$ cat config.mk
export PLATFORM = sky130hd
export DESIGN_NAME = irf_wb_sched_flat
export DESIGN_NICKNAME = d
export VERILOG_FILES = /design/src/rtl/irf_wb_sched_if.sv /design/src/rtl/irf_wb_sched.sv /design/src/flat_wrapper.sv
export SDC_FILE = /design/constraint.sdc
export NUM_CORES = 1
export LEC_CHECK = 0
export CORE_MARGIN = 2
export CORE_UTILIZATION = 40
export CTS_CLUSTER_DIAMETER = 30
export DETAILED_ROUTE_END_ITERATION = 10
export GPL_ROUTABILITY_DRIVEN = 0
export GPL_TIMING_DRIVEN = 0
export PLACE_DENSITY = 0.81
export REMOVE_ABC_BUFFERS = 1
export SETUP_SLACK_MARGIN = 0.2
export SYNTH_ARGS = -nofsm -noshare
export SYNTH_HDL_FRONTEND = slang
export SYNTH_SLANG_ARGS = --single-unit
$ cat constraint.sdc
create_clock -name clk -period 1.5 [get_ports clk]
set_input_delay 0.3 -clock clk [delete_from_list [all_inputs] [get_ports clk]]
set_output_delay 0.3 -clock clk [all_outputs]
set_load 0.005 [all_outputs]
$ cat src/rtl/irf_wb_sched_if.sv
// irf_wb_sched_if: handshake, issue, hazard and register-file signals of the write-back scheduler
interface irf_wb_sched_if;
  logic       alu_valid;
  logic [2:0] alu_addr;
  logic [7:0] alu_data;
  logic       alu_ready;
  logic       mem_valid;
  logic [2:0] mem_addr;
  logic [7:0] mem_data;
  logic       mem_ready;
  logic       iss_valid;
  logic [2:0] iss_addr;
  logic       iss_ready;
  logic [2:0] rd_addr_a;
  logic [2:0] rd_addr_b;
  logic       hz_a;
  logic       hz_b;
  logic       rf_we;
  logic [2:0] rf_aw;
  logic [7:0] rf_d;
  logic [7:0] pending;
  logic       err;
  modport slave (
    input  alu_valid, alu_addr, alu_data, mem_valid, mem_addr, mem_data,
           iss_valid, iss_addr, rd_addr_a, rd_addr_b,
    output alu_ready, mem_ready, iss_ready, hz_a, hz_b, rf_we, rf_aw, rf_d, pending, err
  );
  modport master (
    output alu_valid, alu_addr, alu_data, mem_valid, mem_addr, mem_data,
           iss_valid, iss_addr, rd_addr_a, rd_addr_b,
    input  alu_ready, mem_ready, iss_ready, hz_a, hz_b, rf_we, rf_aw, rf_d, pending, err
  );
endinterface

$ cat src/rtl/irf_wb_sched.sv
// irf_wb_sched: round-robin write-back arbiter and pending-write scoreboard for an 8x8 register file
module irf_wb_sched #(
  parameter bit ZERO_PROTECT = 1'b1
) (
  input logic            clk,
  input logic            rst,
  irf_wb_sched_if.slave  bus
);
  logic       rr_ptr_q, rr_ptr_d, rf_we_q, rf_we_d, err_q, err_d;
  logic [2:0] rf_aw_q, rf_aw_d, acc_addr;
  logic [7:0] rf_d_q, rf_d_d, pending_q, pending_d, acc_data, set_mask, clr_mask;
  logic       gnt_alu, gnt_mem, acc, zp_acc, iss_ok;
  // grant the single write port; rr_ptr only matters when both requesters are valid
  always_comb begin
    gnt_alu  = ~rst & bus.alu_valid & (~bus.mem_valid | ~rr_ptr_q);
    gnt_mem  = ~rst & bus.mem_valid & (~bus.alu_valid | rr_ptr_q);
    acc      = gnt_alu | gnt_mem;
    acc_addr = gnt_mem ? bus.mem_addr : bus.alu_addr;
    acc_data = gnt_mem ? bus.mem_data : bus.alu_data;
    zp_acc   = ZERO_PROTECT && acc_addr == 3'd0;
    iss_ok   = bus.iss_valid & ~pending_q[bus.iss_addr] & ~(ZERO_PROTECT && bus.iss_addr == 3'd0);
    set_mask = iss_ok ? 8'd1 << bus.iss_addr : 8'd0;
    clr_mask = rf_we_q ? 8'd1 << rf_aw_q : 8'd0;
    rr_ptr_d  = gnt_alu ? 1'b1 : gnt_mem ? 1'b0 : rr_ptr_q;
    rf_we_d   = acc & ~zp_acc;
    rf_aw_d   = acc ? acc_addr : rf_aw_q;
    rf_d_d    = acc ? acc_data : rf_d_q;
    pending_d = (pending_q & ~clr_mask) | set_mask;
    err_d     = err_q | (acc & ~zp_acc & ~pending_q[acc_addr]);
  end
  // commit register, scoreboard and sticky error state
  always_ff @(posedge clk) begin
    if (rst) begin
      rr_ptr_q  <= 1'b0;
      rf_we_q   <= 1'b0;
      rf_aw_q   <= 3'd0;
      rf_d_q    <= 8'd0;
      pending_q <= 8'd0;
      err_q     <= 1'b0;
    end else begin
      rr_ptr_q  <= rr_ptr_d;
      rf_we_q   <= rf_we_d;
      rf_aw_q   <= rf_aw_d;
      rf_d_q    <= rf_d_d;
      pending_q <= pending_d;
      err_q     <= err_d;
    end
  end
  assign bus.alu_ready = gnt_alu;
  assign bus.mem_ready = gnt_mem;
  assign bus.iss_ready = ~pending_q[bus.iss_addr];
  assign bus.hz_a      = pending_q[bus.rd_addr_a];
  assign bus.hz_b      = pending_q[bus.rd_addr_b];
  assign bus.rf_we     = rf_we_q;
  assign bus.rf_aw     = rf_aw_q;
  assign bus.rf_d      = rf_d_q;
  assign bus.pending   = pending_q;
  assign bus.err       = err_q;
endmodule

$ cat src/flat_wrapper.sv
// flat-port wrapper written by rule: the top's interface ports become plain ports
module irf_wb_sched_flat 
#(
  parameter bit ZERO_PROTECT = 1'b1
)
  (clk, rst, bus_alu_valid, bus_alu_addr, bus_alu_data, bus_mem_valid, bus_mem_addr, bus_mem_data, bus_iss_valid, bus_iss_addr, bus_rd_addr_a, bus_rd_addr_b, bus_alu_ready, bus_mem_ready, bus_iss_ready, bus_hz_a, bus_hz_b, bus_rf_we, bus_rf_aw, bus_rf_d, bus_pending, bus_err);
  irf_wb_sched_if bus_i ();
  input logic clk;
  input logic rst;
  input wire logic [$bits(bus_i.alu_valid)-1:0] bus_alu_valid;
  input wire logic [$bits(bus_i.alu_addr)-1:0] bus_alu_addr;
  input wire logic [$bits(bus_i.alu_data)-1:0] bus_alu_data;
  input wire logic [$bits(bus_i.mem_valid)-1:0] bus_mem_valid;
  input wire logic [$bits(bus_i.mem_addr)-1:0] bus_mem_addr;
  input wire logic [$bits(bus_i.mem_data)-1:0] bus_mem_data;
  input wire logic [$bits(bus_i.iss_valid)-1:0] bus_iss_valid;
  input wire logic [$bits(bus_i.iss_addr)-1:0] bus_iss_addr;
  input wire logic [$bits(bus_i.rd_addr_a)-1:0] bus_rd_addr_a;
  input wire logic [$bits(bus_i.rd_addr_b)-1:0] bus_rd_addr_b;
  output wire logic [$bits(bus_i.alu_ready)-1:0] bus_alu_ready;
  output wire logic [$bits(bus_i.mem_ready)-1:0] bus_mem_ready;
  output wire logic [$bits(bus_i.iss_ready)-1:0] bus_iss_ready;
  output wire logic [$bits(bus_i.hz_a)-1:0] bus_hz_a;
  output wire logic [$bits(bus_i.hz_b)-1:0] bus_hz_b;
  output wire logic [$bits(bus_i.rf_we)-1:0] bus_rf_we;
  output wire logic [$bits(bus_i.rf_aw)-1:0] bus_rf_aw;
  output wire logic [$bits(bus_i.rf_d)-1:0] bus_rf_d;
  output wire logic [$bits(bus_i.pending)-1:0] bus_pending;
  output wire logic [$bits(bus_i.err)-1:0] bus_err;
  assign bus_i.alu_valid = bus_alu_valid;
  assign bus_i.alu_addr = bus_alu_addr;
  assign bus_i.alu_data = bus_alu_data;
  assign bus_i.mem_valid = bus_mem_valid;
  assign bus_i.mem_addr = bus_mem_addr;
  assign bus_i.mem_data = bus_mem_data;
  assign bus_i.iss_valid = bus_iss_valid;
  assign bus_i.iss_addr = bus_iss_addr;
  assign bus_i.rd_addr_a = bus_rd_addr_a;
  assign bus_i.rd_addr_b = bus_rd_addr_b;
  assign bus_alu_ready = bus_i.alu_ready;
  assign bus_mem_ready = bus_i.mem_ready;
  assign bus_iss_ready = bus_i.iss_ready;
  assign bus_hz_a = bus_i.hz_a;
  assign bus_hz_b = bus_i.hz_b;
  assign bus_rf_we = bus_i.rf_we;
  assign bus_rf_aw = bus_i.rf_aw;
  assign bus_rf_d = bus_i.rf_d;
  assign bus_pending = bus_i.pending;
  assign bus_err = bus_i.err;
  irf_wb_sched #(.ZERO_PROTECT(ZERO_PROTECT)) u_core (.clk(clk), .rst(rst), .bus(bus_i));
endmodule
==> reports/summary.md, run 1 <==
Among the stages of the critical path, the cell type that occurs most often is sky130_fd_sc_hd__buf_6. The tools report the violation count after the first detailed-route iteration as 69. Headroom to the max-slew limit: 60.63%. Buffers inserted to repair hold after CTS numbered 0. Cell total after placement: 243. The via density per instance is 5.890, and the remaining global-route overflow is 0. The sequential cells in the finished layout cover a total of 489.2 µm². The latest clock arrival within the worst-skew pair came out at 330 ps. Registers are responsible for 38.6% of the overall power.

The number of max-slew violations in the final report was 0. The setup slack of the critical path after layout was -471.3 ps. The critical path in this run is classified as flop to output port.

Summing the sequential cell areas from Yosys gives 34.44% of the chip area. The finished cells cover 2555 µm². The flow ran to the end, but the final reports show violations. Power spread over the standard cell area amounts to 659.9 nW/µm². The signal on the critical path passes through buf_6 -> mux4_2 -> mux2_4 -> buf_6. The clock network burns 28.5% of the power.

TritonCTS built the clock tree. The tools report the number of placement rows as 20. In this design, the largest share of critical-path delay is due to multiplexers. For the peak ir drop on the vdd network, the log shows 0.0004910 V. For this run, the number of Yosys warnings is 0. Detailed routing inserted a total of 1661 vias. Count of H-tree levels built during CTS: 1.

The placement-stage worst setup slack was -1623 ps; the final critical-path share of the clock period was 131.4%. Layout-stage area growth over the synthesis result: 99.80%. The number of remaining DRC errors is 0, and the number of max-cap violations is 0. Cell count after synthesis: 147. The die width works out to 60.54 µm. The tools report the count of fill cells added during filler insertion as 186. Setup violations remaining at the end of the flow were counted as 23. Summed over all cells, the static leakage comes to 0.001055 µW.

In this run the power spent charging and discharging nets is 489.2 µW. CTS placed an instance of sky130_fd_sc_hd__clkbuf_4 at the clock tree root. The tools report the distinct cell type count of the synthesized netlist as 28.

Critical path launch point type: a flop. The number of antenna violations at the first check in global routing came out at 0. The most frequent standard cell in the layout excluding fill and tap cells is sky130_fd_sc_hd__clkdlybuf4s50_1. The highest cell delay on the worst timing path works out to 460 ps. For the largest net degree at the start of global routing, the log shows 26. In the layout the commonest cells are sky130_fd_sc_hd__clkdlybuf4s50_1 (26), sky130_fd_sc_hd__buf_6 (25), sky130_fd_sc_hd__dlygate4sd2_1 (22). The achievable clock frequency was 507.3 MHz. Setup repair after global routing could not meet its margin everywhere. The clock slew seen by the registers of the worst setup and hold paths is 140 ps, and the number of buffers created by CTS is 3. After legalization and detailed placement, the total HPWL measured 2.772 mm. For the number of global-route vias before repair, the log shows 1568. The first global-routing pass estimated 7.431 mm of wire. In this run, synthesis produced a sequential element count of 22. The total area of multi-input combinational cells is 996.0 µm², and the overall power consumption is 1686 µW. The run gives 1200 ps as the required time reported for the critical path endpoint.

The core region is 3053 µm². The number of iterations in the first detailed-routing pass is 4. In this run the vertical extent of the chip is 60.54 µm.

The class of the most critical hold timing path was input port to flop. Minimum clock period: 1971 ps. The count of nets left with antenna violations once routing finished came out at 0. The number of inserted diodes came out at 0.

Clock skew on the completed layout was measured at 10.98 ps. The synthesized netlist occupies a cell area of 1279 µm². Together, buffers and inverters on the worst path number 2. The checks that failed: negative setup slack.

STA puts the critical path data arrival time at 1670 ps. Internal cell power: 1197 µW. In this run switching power makes up 29.02% of total power. Dividing the detail-routed wire length by the instance count gives 19.97 µm. The floorplan step defined a die boundary enclosing 3665 µm².

The number of nets in the final layout came out at 275. Pin placement for this block handled 62 I/O pins. Global routing consumed, over all layers together, 28.03% of the routing resources. The final wirelength was 5.631 mm; the slew at the pin closest to its max-slew limit was 589.2 ps.

Slowest cell on the critical path: sky130_fd_sc_hd__mux4_2. Averaged over all synthesized cells, the footprint is 8.699 µm². The largest buffer count on any clock path is 2. For the cell area after placement, the log shows 1899 µm². The relative contribution of combinational cells to total power is 32.9%. The run gives 282 as the final cell count without fillers.

The logs give 0 for the final count of hold timing violations and 83.69% for the utilization after layout. The maximum fanout along the worst path came out at 3. Port buffering added 61 buffers. Counting every sink on the clock net gives 22. The fraction of final layout cells with drive strength greater than 1 was 50.00%. For this configuration, the core starts out at a cell density of 41.89%. The tools report the category of the worst setup path capture point as an output port.
[cells by family after synthesis]
kind of cell	after synthesis	share of synthesized area, %
flip-flops	22	34.44
buffers and inverters	11	4.110
AND/OR/NAND/NOR	63	24.07
multiplexers	16	18.79
AO/OA/AOI/OAI	35	18.59
[metrics by stage]
step           hold slack [ps]  TNS [ps]
2_1_floorplan            369.1         0
3_3_place_gp             438.7    -25190
3_5_place_dp             447.0    -26570
4_1_cts                  344.7     -1759
5_1_grt                  390.2     -4265
6_report                 372.2     -3190
[area by class of cell]
class                   instances  area share (%)
multi-input cells             114           38.98
clock inverters                 1           1.175
well taps                      44           2.155
inverters                       2          0.4407
flip-flops and latches         22           19.15
clock buffers                   3          0.8815
repair buffers                 96           37.22
[power groups by stage]
stage	clock network [µW]	registers (µW)	logic [µW]
final	481	651	554
after global routing	499	654	586
after CTS	468	646	473
after detailed placement	0	675	370
after global placement	0	672	361
after floorplan	0	669	132
[cells in the mapped netlist]
library cell	n	area, µm²
sky130_fd_sc_hd__a2111oi_0	1	8.760
sky130_fd_sc_hd__a211oi_1	3	22.52
sky130_fd_sc_hd__a21oi_1	10	50.05
sky130_fd_sc_hd__a311oi_1	10	87.58
sky130_fd_sc_hd__a31oi_1	1	6.260
sky130_fd_sc_hd__buf_2	2	10.01
sky130_fd_sc_hd__buf_6	1	11.26
sky130_fd_sc_hd__clkbuf_1	5	18.77
sky130_fd_sc_hd__clkbuf_2	1	5.000
sky130_fd_sc_hd__dfxtp_1	22	440.4
sky130_fd_sc_hd__inv_1	2	7.510
sky130_fd_sc_hd__mux2_2	4	45.04
sky130_fd_sc_hd__mux2i_1	6	60.06
sky130_fd_sc_hd__mux4_2	6	135.1
sky130_fd_sc_hd__nand2_1	24	90.09
sky130_fd_sc_hd__nand2b_1	4	25.02
sky130_fd_sc_hd__nand3_1	3	15.01
sky130_fd_sc_hd__nand3b_1	4	30.03
sky130_fd_sc_hd__nand3b_4	1	20.02
sky130_fd_sc_hd__nor2_1	19	71.32
sky130_fd_sc_hd__nor3_1	3	15.01
sky130_fd_sc_hd__nor3b_1	3	22.52
sky130_fd_sc_hd__nor3b_2	1	12.51
sky130_fd_sc_hd__nor4_1	1	6.260
sky130_fd_sc_hd__o21ai_0	7	35.03
sky130_fd_sc_hd__o221a_2	1	11.26
sky130_fd_sc_hd__o31ai_1	1	7.510
sky130_fd_sc_hd__o32ai_1	1	8.760
[per-layer routing]
layer	GRT usage, %	vias up	part of all wire, %
li1	-	733	-
met1	29.59	788	33
met2	53.88	116	54
met3	4.478	24	8.1
met4	13.04	0	4.7
met5	0	-	0
[registers in the layout, indices dropped and copies added (netlist names)]
signal	flops
u_core.rr_ptr_q	1
u_core.bus.rf_d	8
u_core.bus.rf_we	1
u_core.bus.pending	8
u_core.bus.rf_aw	3
u_core.bus.err	1
[worst register-to-register path, stage by stage, from the launching register on]
cell and delay, ps:
sky130_fd_sc_hd__dfxtp_4 370, sky130_fd_sc_hd__mux4_2 500, sky130_fd_sc_hd__buf_6 140, sky130_fd_sc_hd__nor3b_4 220, sky130_fd_sc_hd__nand3b_1 150, sky130_fd_sc_hd__a21oi_1 180
[final timing paths]
| kind | from | endpoint | slack, ps | cells past startpoint |
|---|---|---|---|---|
| max | u_core.bus.pending[7] | bus_hz_a | -470 | 4 |
| min | rst | u_core.bus.err | 370 | 2 |
| max reg2reg | u_core.bus.pending[3] | u_core.bus.pending[1] | -140 | 5 |
| min reg2reg | u_core.bus.err | u_core.bus.err | 510 | 2 |
[timing repair]
action | CTS | global route
gates cloned | 1 | 0
setup buffers | 28 | 6
setup endpoints to repair | 46 | 29
endpoints found under the hold margin | 0 | 0
gates resized for setup | 149 | 31
pin swaps | 7 | 13
Power figures use the tool's default switching activity.
==> run 2: changes to the inputs <==
Settings changed: CAP_MARGIN set to 20, SKIP_LAST_GASP set to 1.
==> run 2 against run 1 <==
Compared with the run above: the run still ends with negative setup slack left; register-to-register slack better by 20 ps; sequential share of layout area is 0.76 points higher; critical path type unchanged; die area stayed put; core utilization is 3.4 points lower; cell count is 2.1% lower; clock power is 2% lower; cell area is 4.1% lower; count of clock-buffer cells in the layout stayed put; sequential power hardly changed; critical path depth stayed put.
==> reports/summary.md, run 2 (synthesis gave the netlist of run 1 again) <==
On the final layout, the worst clock skew is 13.88 ps. The number of buffers and inverters on the critical path is 2. The logs give 0 for the number of max-slew violations in the final report and 1630 ps for the critical path arrival. The floorplan step set the die width to 60.54 µm.

The repair_antennas step left the layout with diodes totalling 0. During placement, the flow inserted port buffers numbering 61. The startpoint of the most critical register-to-register path is u_core.rr_ptr_q. The number of max-cap violations is 0. Leaving out fill and tap cells, the most frequent cells in the layout are sky130_fd_sc_hd__dlygate4sd2_1 (26), sky130_fd_sc_hd__clkdlybuf4s50_1 (25), sky130_fd_sc_hd__nand2_1 (21). Along the worst hold path, the cell count comes to 2.

Summed over all layers, the routed wires come to 5.076 mm. The number of iterations in the first detailed-routing pass is 4, and the number of cell instances on the worst register-to-register path is 10. For this run, global-route usage on met2 was measured as 48.76%.

The number of placed I/O pins is 62, and the largest net degree at the start of global routing is 26. The logs give 1179 µW for the internal cell power and 3 for the number of buffers created by CTS. The number of remaining DRC errors was 0. The highest cell delay on the worst timing path was 450 ps. TritonCTS built the clock tree. Dividing the detail-routed wire length by the instance count gives 18.39 µm. The cts-stage hold buffer count came out at 0. Global routing finished with a remaining overflow of 0. At the later pin of the worst-skew pair, clock insertion delay measures 320 ps.

The slowest cell on the critical path is sky130_fd_sc_hd__mux4_2. Layer with the highest usage: met2. The class of the most critical hold timing path is input port to flop.

At the worst endpoint, the required time is 1200 ps. The cell that appears most often on the critical path is sky130_fd_sc_hd__buf_6. The region available for standard cell placement spans 3053 µm².

The endpoint identified for the worst register-to-register timing path is u_core.bus.rf_aw[1]. The met1 layer usage reported by global route is 26.59%. Summing over every cut layer, the via total after detailed routing is 1577.

Global routing used 6.183% of the available met3 tracks. Maximum fanout along the worst path: 3. The library cell used most frequently in the layout, excluding fill and tap cells, is sky130_fd_sc_hd__dlygate4sd2_1. The signal on the critical path passes through buf_6 -> mux4_2 -> mux2_4 -> buf_6.

In this run the most critical hold path is launched from rst. Number of global-route vias before repair: 1489. Dividing the detail-routed via count by the number of cells gives 5.714.

The clock share of power came out at 28.8%. The flow ran to the end, but the final reports show violations. The worst path uses 128.9% of the clock period. The largest buffer count on any clock path is 2.

The overall die height works out to 60.54 µm. The peak ir drop on the vdd network came out at 0.0004056 V. In the final design database the tool counted 269 nets.

Starting utilization of the core area: 41.89%. The final count of hold timing violations was 0. The finished cells cover 2451 µm².

The logs give 0 for the number of antenna violations at the first check in global routing and 39.6% for the relative contribution of sequential cells to total power. The checks that failed: negative setup slack. Combinational logic is responsible for 31.6% of the overall power. In this run, the number of DRC markers left after iteration 0 of detailed routing was 80. Global routing used 25.48% of the available tracks. Subtracting the final worst setup slack from the clock period gives 1933 ps.

Net switching is 28.12% of the power. For the final routed database, the setup TNS stands at -2858 ps. At the pin with the least slew margin, the transition time is 419.6 ps. The fraction of final layout cells with drive strength greater than 1 is 42.24%. The overall die area came out at 3665 µm².

The setup slack of the critical path after layout is -433.3 ps. Setup repair after global routing could not meet its margin everywhere. The worst setup path is captured at an output port. The cell sitting at the root of the clock tree is a sky130_fd_sc_hd__clkbuf_4. After clock tree synthesis, the clock-pin slew on the worst setup and hold paths is 140 ps. For this design, the sink count on the clock tree is 22. After floorplanning, the core was divided into 20 placement rows. The worst hold path terminates at u_core.bus.err. The run gives -120 ps as the reg-to-reg setup timing slack. STA classifies the critical path startpoint as a flop. In this run the tightest slew margin relative to its limit is 71.81%. Setup violations remaining at the end of the flow were counted as 21. Summing all placed instances gives a cell area of 1911 µm².

The analysis attributes to cell leakage a power of 0.001019 µW. The category of the critical setup timing path was flop to output port. For this design the total switching power over the nets is 461.2 µW. In this run the remaining antenna-violating nets after routing total 0. The layout-stage area growth over the synthesis result works out to 91.68%. Power spread over the standard cell area amounts to 669.0 nW/µm². The tools report the count of H-tree levels built during CTS as 1. On the critical path the largest part of the delay comes from multiplexers. The first global-routing pass estimated 6.865 mm of wire. The achievable clock frequency is 517.2 MHz, and the total half-perimeter wirelength after legalization and detailed placement is 2.801 mm.
-- run 2: cell types whose count changed in the layout (fill, tap and decap cells not counted), sizes merged --
cell and change:
buf -12, dlygate4sd2 +4, clkbuf +2, clkdlybuf4s15 +1, clkdlybuf4s50 -1
-- run 2: power groups by stage --
stage               registers, µW  clock network [µW]  logic (µW)
floorplan                     669                   0         132
global placement              672                   0         361
detailed placement            675                   0         375
CTS                           647                 462         427
global route                  653                 500         552
finish                        649                 473         518
-- run 2: worst reg2reg max path, delay by kind of cell, from the launching register on --
kind,cells,cell delay [ps]
flops,1,360
compound gates,1,300
simple gates,3,300
buf+inv,6,580
-- run 2: timing repair --
item	in CTS	in global routing
buffers inserted	21	5
gates resized for setup	116	29
setup endpoints to repair	46	28
pin swaps	6	6
gates cloned	0	2
-- run 2: area by class of cell --
cell class | count | area (µm²)
Fill cell | 215 | 601.8
Timing Repair Buffer | 90 | 882.1
Sequential cell | 22 | 488.0
Multi-Input combinational cell | 114 | 962.2
Clock buffer | 3 | 22.52
Inverter | 2 | 11.26
Tap cell | 44 | 55.05
Clock inverter | 1 | 30.03
-- run 2: routing by layer --
metal	vias up	share of wire, %
li1	721	-
met1	747	35
met2	97	52
met3	12	9.7
met4	0	2.9
met5	-	0
-- run 2: through the flow --
step | setup WS (ps) | instances | utilization [%] | hold slack [ps] | total power [µW]
2_1_floorplan | 22.30 | 138 | - | 369.1 | 801.2
3_3_place_gp | -1625 | 243 | 62.21 | 438.7 | 1033
3_5_place_dp | -1634 | 244 | 62.58 | 447.0 | 1050
4_1_cts | -442.5 | 269 | 72.75 | 342.6 | 1536
5_1_grt | -480.9 | 276 | 80.29 | 381.3 | 1706
6_report | -433.3 | 276 | 80.29 | 371.1 | 1640
-- run 2: worst max-delay path by stage --
stage          slack, ps              to                   from  cells past startpoint
2_1_floorplan         20  u_core.bus.err        u_core.rr_ptr_q                      6
3_3_place_gp       -1620   bus_alu_ready                    rst                      5
3_5_place_dp       -1630   bus_alu_ready                    rst                      5
4_1_cts             -440        bus_hz_a  u_core.bus.pending[2]                      4
5_1_grt             -480        bus_hz_a  u_core.bus.pending[2]                      4
6_report            -430        bus_hz_a  u_core.bus.pending[2]                      4
==> run 3: changes to the inputs <==
Settings changed: CORE_UTILIZATION 40 to 61, DONT_BUFFER_PORTS set to 1, PLACE_DENSITY 0.81 to 0.84.
==> run 3 against run 2 <==
Compared with the run above: the flow still finishes with violations (negative setup slack); wire length fell by 18%; core utilization rose by 2.8 points; combinational power is 51% lower; fmax up 7.5%; largest power group unchanged; count of clock-buffer cells in the layout stayed put; flip-flop and latch count is the same; cell area is 33% lower; register-to-register slack improved by 80 ps; first-iteration DRC count fell by 50%; non-clock buffer count fell by 80; global-route usage rose by 7.4 points; via count is 17% lower.
==> reports/summary.md, run 3 (synthesis gave the netlist of run 1 again) <==
The run finished, with violations left. The final reports fail on negative setup slack. TritonCTS built the clock tree. The logs give 320 ps for the latest clock arrival within the worst-skew pair and 0 for the number of inserted diodes.

For the total area of multi-input combinational cells, the log shows 970.9 µm². The min-delay analysis places its worst path in the category input port to flop. The tightest hold path in the finished design has a slack of 21.59 ps. The number of cell instances on the worst register-to-register path is 7. For the number of max-cap violations, the log shows 0. In this run the deepest clock path goes through 2 buffers.

For this run, the number of standard cells in the final layout without fillers is 181. The via density per instance works out to 7.243. The library cell used most frequently in the layout, excluding fill and tap cells, is sky130_fd_sc_hd__nand2_1.

The tools report the library cell used as clock root buffer as sky130_fd_sc_hd__clkbuf_4. The achievable clock frequency came out at 556.2 MHz. For the setup skew after layout, the log shows 3.096 ps. For the number of placement rows, the log shows 16. The critical path is of the flop to output port type. Of all nets on the critical path, the largest fanout is 7. The die width was 49.79 µm. TritonCTS created 3 clock buffers.

Global routing consumed, over all layers together, 32.86% of the routing resources. The tools report the startpoint of the most critical register-to-register path as u_core.rr_ptr_q. The hold-critical path depth is 1. In this run the vertical extent of the chip is 49.79 µm. In this run the tool buffered the top-level ports with 0 buffer cells. The routed design could run at a clock period as short as 1798 ps.

The tools report the number of nets in the final layout as 191. The remaining global-route overflow is 0, and the average wire per cell in the routed design is 22.93 µm. The tools report the critical path launch point type as a flop. The run gives 1500 ps as the critical path arrival.

Entering global routing, the biggest net connects 27 pins. The overall die area was 2479 µm²; the clock slew seen by the registers of the worst setup and hold paths was 130 ps. The largest single stage delay on the critical path is 490 ps. The static leakage was 0.0005751 µW. The final wirelength was 4.151 mm; the cts-stage hold buffer count was 0. Setup repair after global routing could not meet its margin everywhere. The count of fill cells added during filler insertion is 124, and the peak ir drop on the vdd network is 0.0009615 V. The worst setup path is captured at an output port. Measured on the finished design, the core utilization comes to 83.10%. The headroom to the max-slew limit was 63.20%; the fraction of final layout cells with drive strength greater than 1 was 38.31%.

The setup slack of the critical path after layout was -297.8 ps. The area growth from synthesis to layout is 27.49%. STA puts the critical path data required time at 1200 ps. The starting utilization of the core area is 65.18%. Traced cell by cell, the critical path runs through mux4_2 -> mux2_4.

The detailed router finished its first iteration with 40 violations. The tree built by TritonCTS fans out to 22 sinks. In this run the remaining antenna-violating nets after routing total 0. Origin of the worst min-delay path: rst.

The run gives 6 as the number of setup violations in the final report. Summed over all nets, the half-perimeter wirelength after detailed placement is 2.207 mm. The library cells used most frequently in the layout, excluding fill and tap cells, are sky130_fd_sc_hd__nand2_1 (20), sky130_fd_sc_hd__nor2_1 (17), sky130_fd_sc_hd__dfxtp_1 (13). The worst hold path terminates at u_core.bus.rf_aw[0].

Before antenna repair, the detailed router went through 4 iterations. The count of H-tree levels built during CTS was 1. For the pin with the worst max-slew slack, the measured transition is 549.9 ps. The number of antenna violations at the first check in global routing was 0. During I/O placement, the number of pins put on the boundary was 62.

The run gives 0 as the final count of hold timing violations. The final-layout setup total negative slack is -970.4 ps. The slowest cell on the critical path is sky130_fd_sc_hd__mux4_2. In the routed design, unresolved DRC markers number 0.

The final route contains 1311 vias. Prior to clock tree synthesis, the placed netlist has a worst setup slack of -268.5 ps. The worst register-to-register path ends at u_core.bus.err. The tools report the reg-to-reg setup timing slack as -40 ps.

The number of global-route vias before repair is 1219, and the total power divided by cell area is 858.4 nW/µm². The register area is 456.7 µm². In this run the standard cell core region covers 1962 µm².

The first global-routing pass estimated 6.161 mm of wire. The cell total after placement was 165. The final critical path takes up 119.9% of the cycle. The number of max-slew violations in the final report came out at 0.
==> run 3: what timing repair did <==
| action | 4_1_cts | 5_1_grt |
|---|---|---|
| pin swaps | 9 | 9 |
| gates resized for setup | 30 | 22 |
| endpoints found under the hold margin | 0 | 0 |
| setup endpoints to repair | 24 | 25 |
| buffers inserted | 7 | 3 |
| gates cloned | 2 | 0 |
==> run 3: worst max-delay path by stage <==
stage                                      from              to  slack [ps]  cells after the start
after floorplan                 u_core.rr_ptr_q  u_core.bus.err          20                      6
after global placement          u_core.rr_ptr_q  u_core.bus.err        -220                      6
after detailed placement        u_core.rr_ptr_q  u_core.bus.err        -270                      6
after CTS                 u_core.bus.pending[3]        bus_hz_b        -260                      2
after global routing      u_core.bus.pending[7]        bus_hz_a        -310                      2
final                     u_core.bus.pending[7]        bus_hz_a        -300                      2
==> run 3: final cells by class <==
class                      count  area share [%]
timing repair buffer          10           5.986
clock inverter                 1           1.842
tap                           27           2.072
clock buffer                   3           1.381
multi-input combinational    115           59.55
timing repair inverter         1          0.4605
sequential                    22           28.01
inverter                       2          0.6907
==> run 3: worst max-delay path, delay by kind of cell, from the launching register on <==
kind | cells | cell delay [ps]
DFF | 1 | 400
muxes | 2 | 770
==> run 3: power by group <==
part	switching, µW	total [µW]	internal, µW
registers	50.0	674	624
clock network	201	472	271
logic	119	254	135
total	370	1400	1030
==> run 3: layer usage <==
layer | vias to the layer above | global-route usage [%] | share of wire [%]
li1 | 561 | - | -
met1 | 635 | 39.33 | 37
met2 | 99 | 54.89 | 49
met3 | 16 | 9.697 | 10
met4 | 0 | 13.43 | 2.7
met5 | - | 0 | 0
==> run 3: per-stage QoR <==
stage | instance area, µm² | total power (µW)
floorplan | 1234 | 801.2
global placement | 1267 | 827.7
detailed placement | 1267 | 837.3
CTS | 1496 | 1338
global route | 1630 | 1434
finish | 1630 | 1399
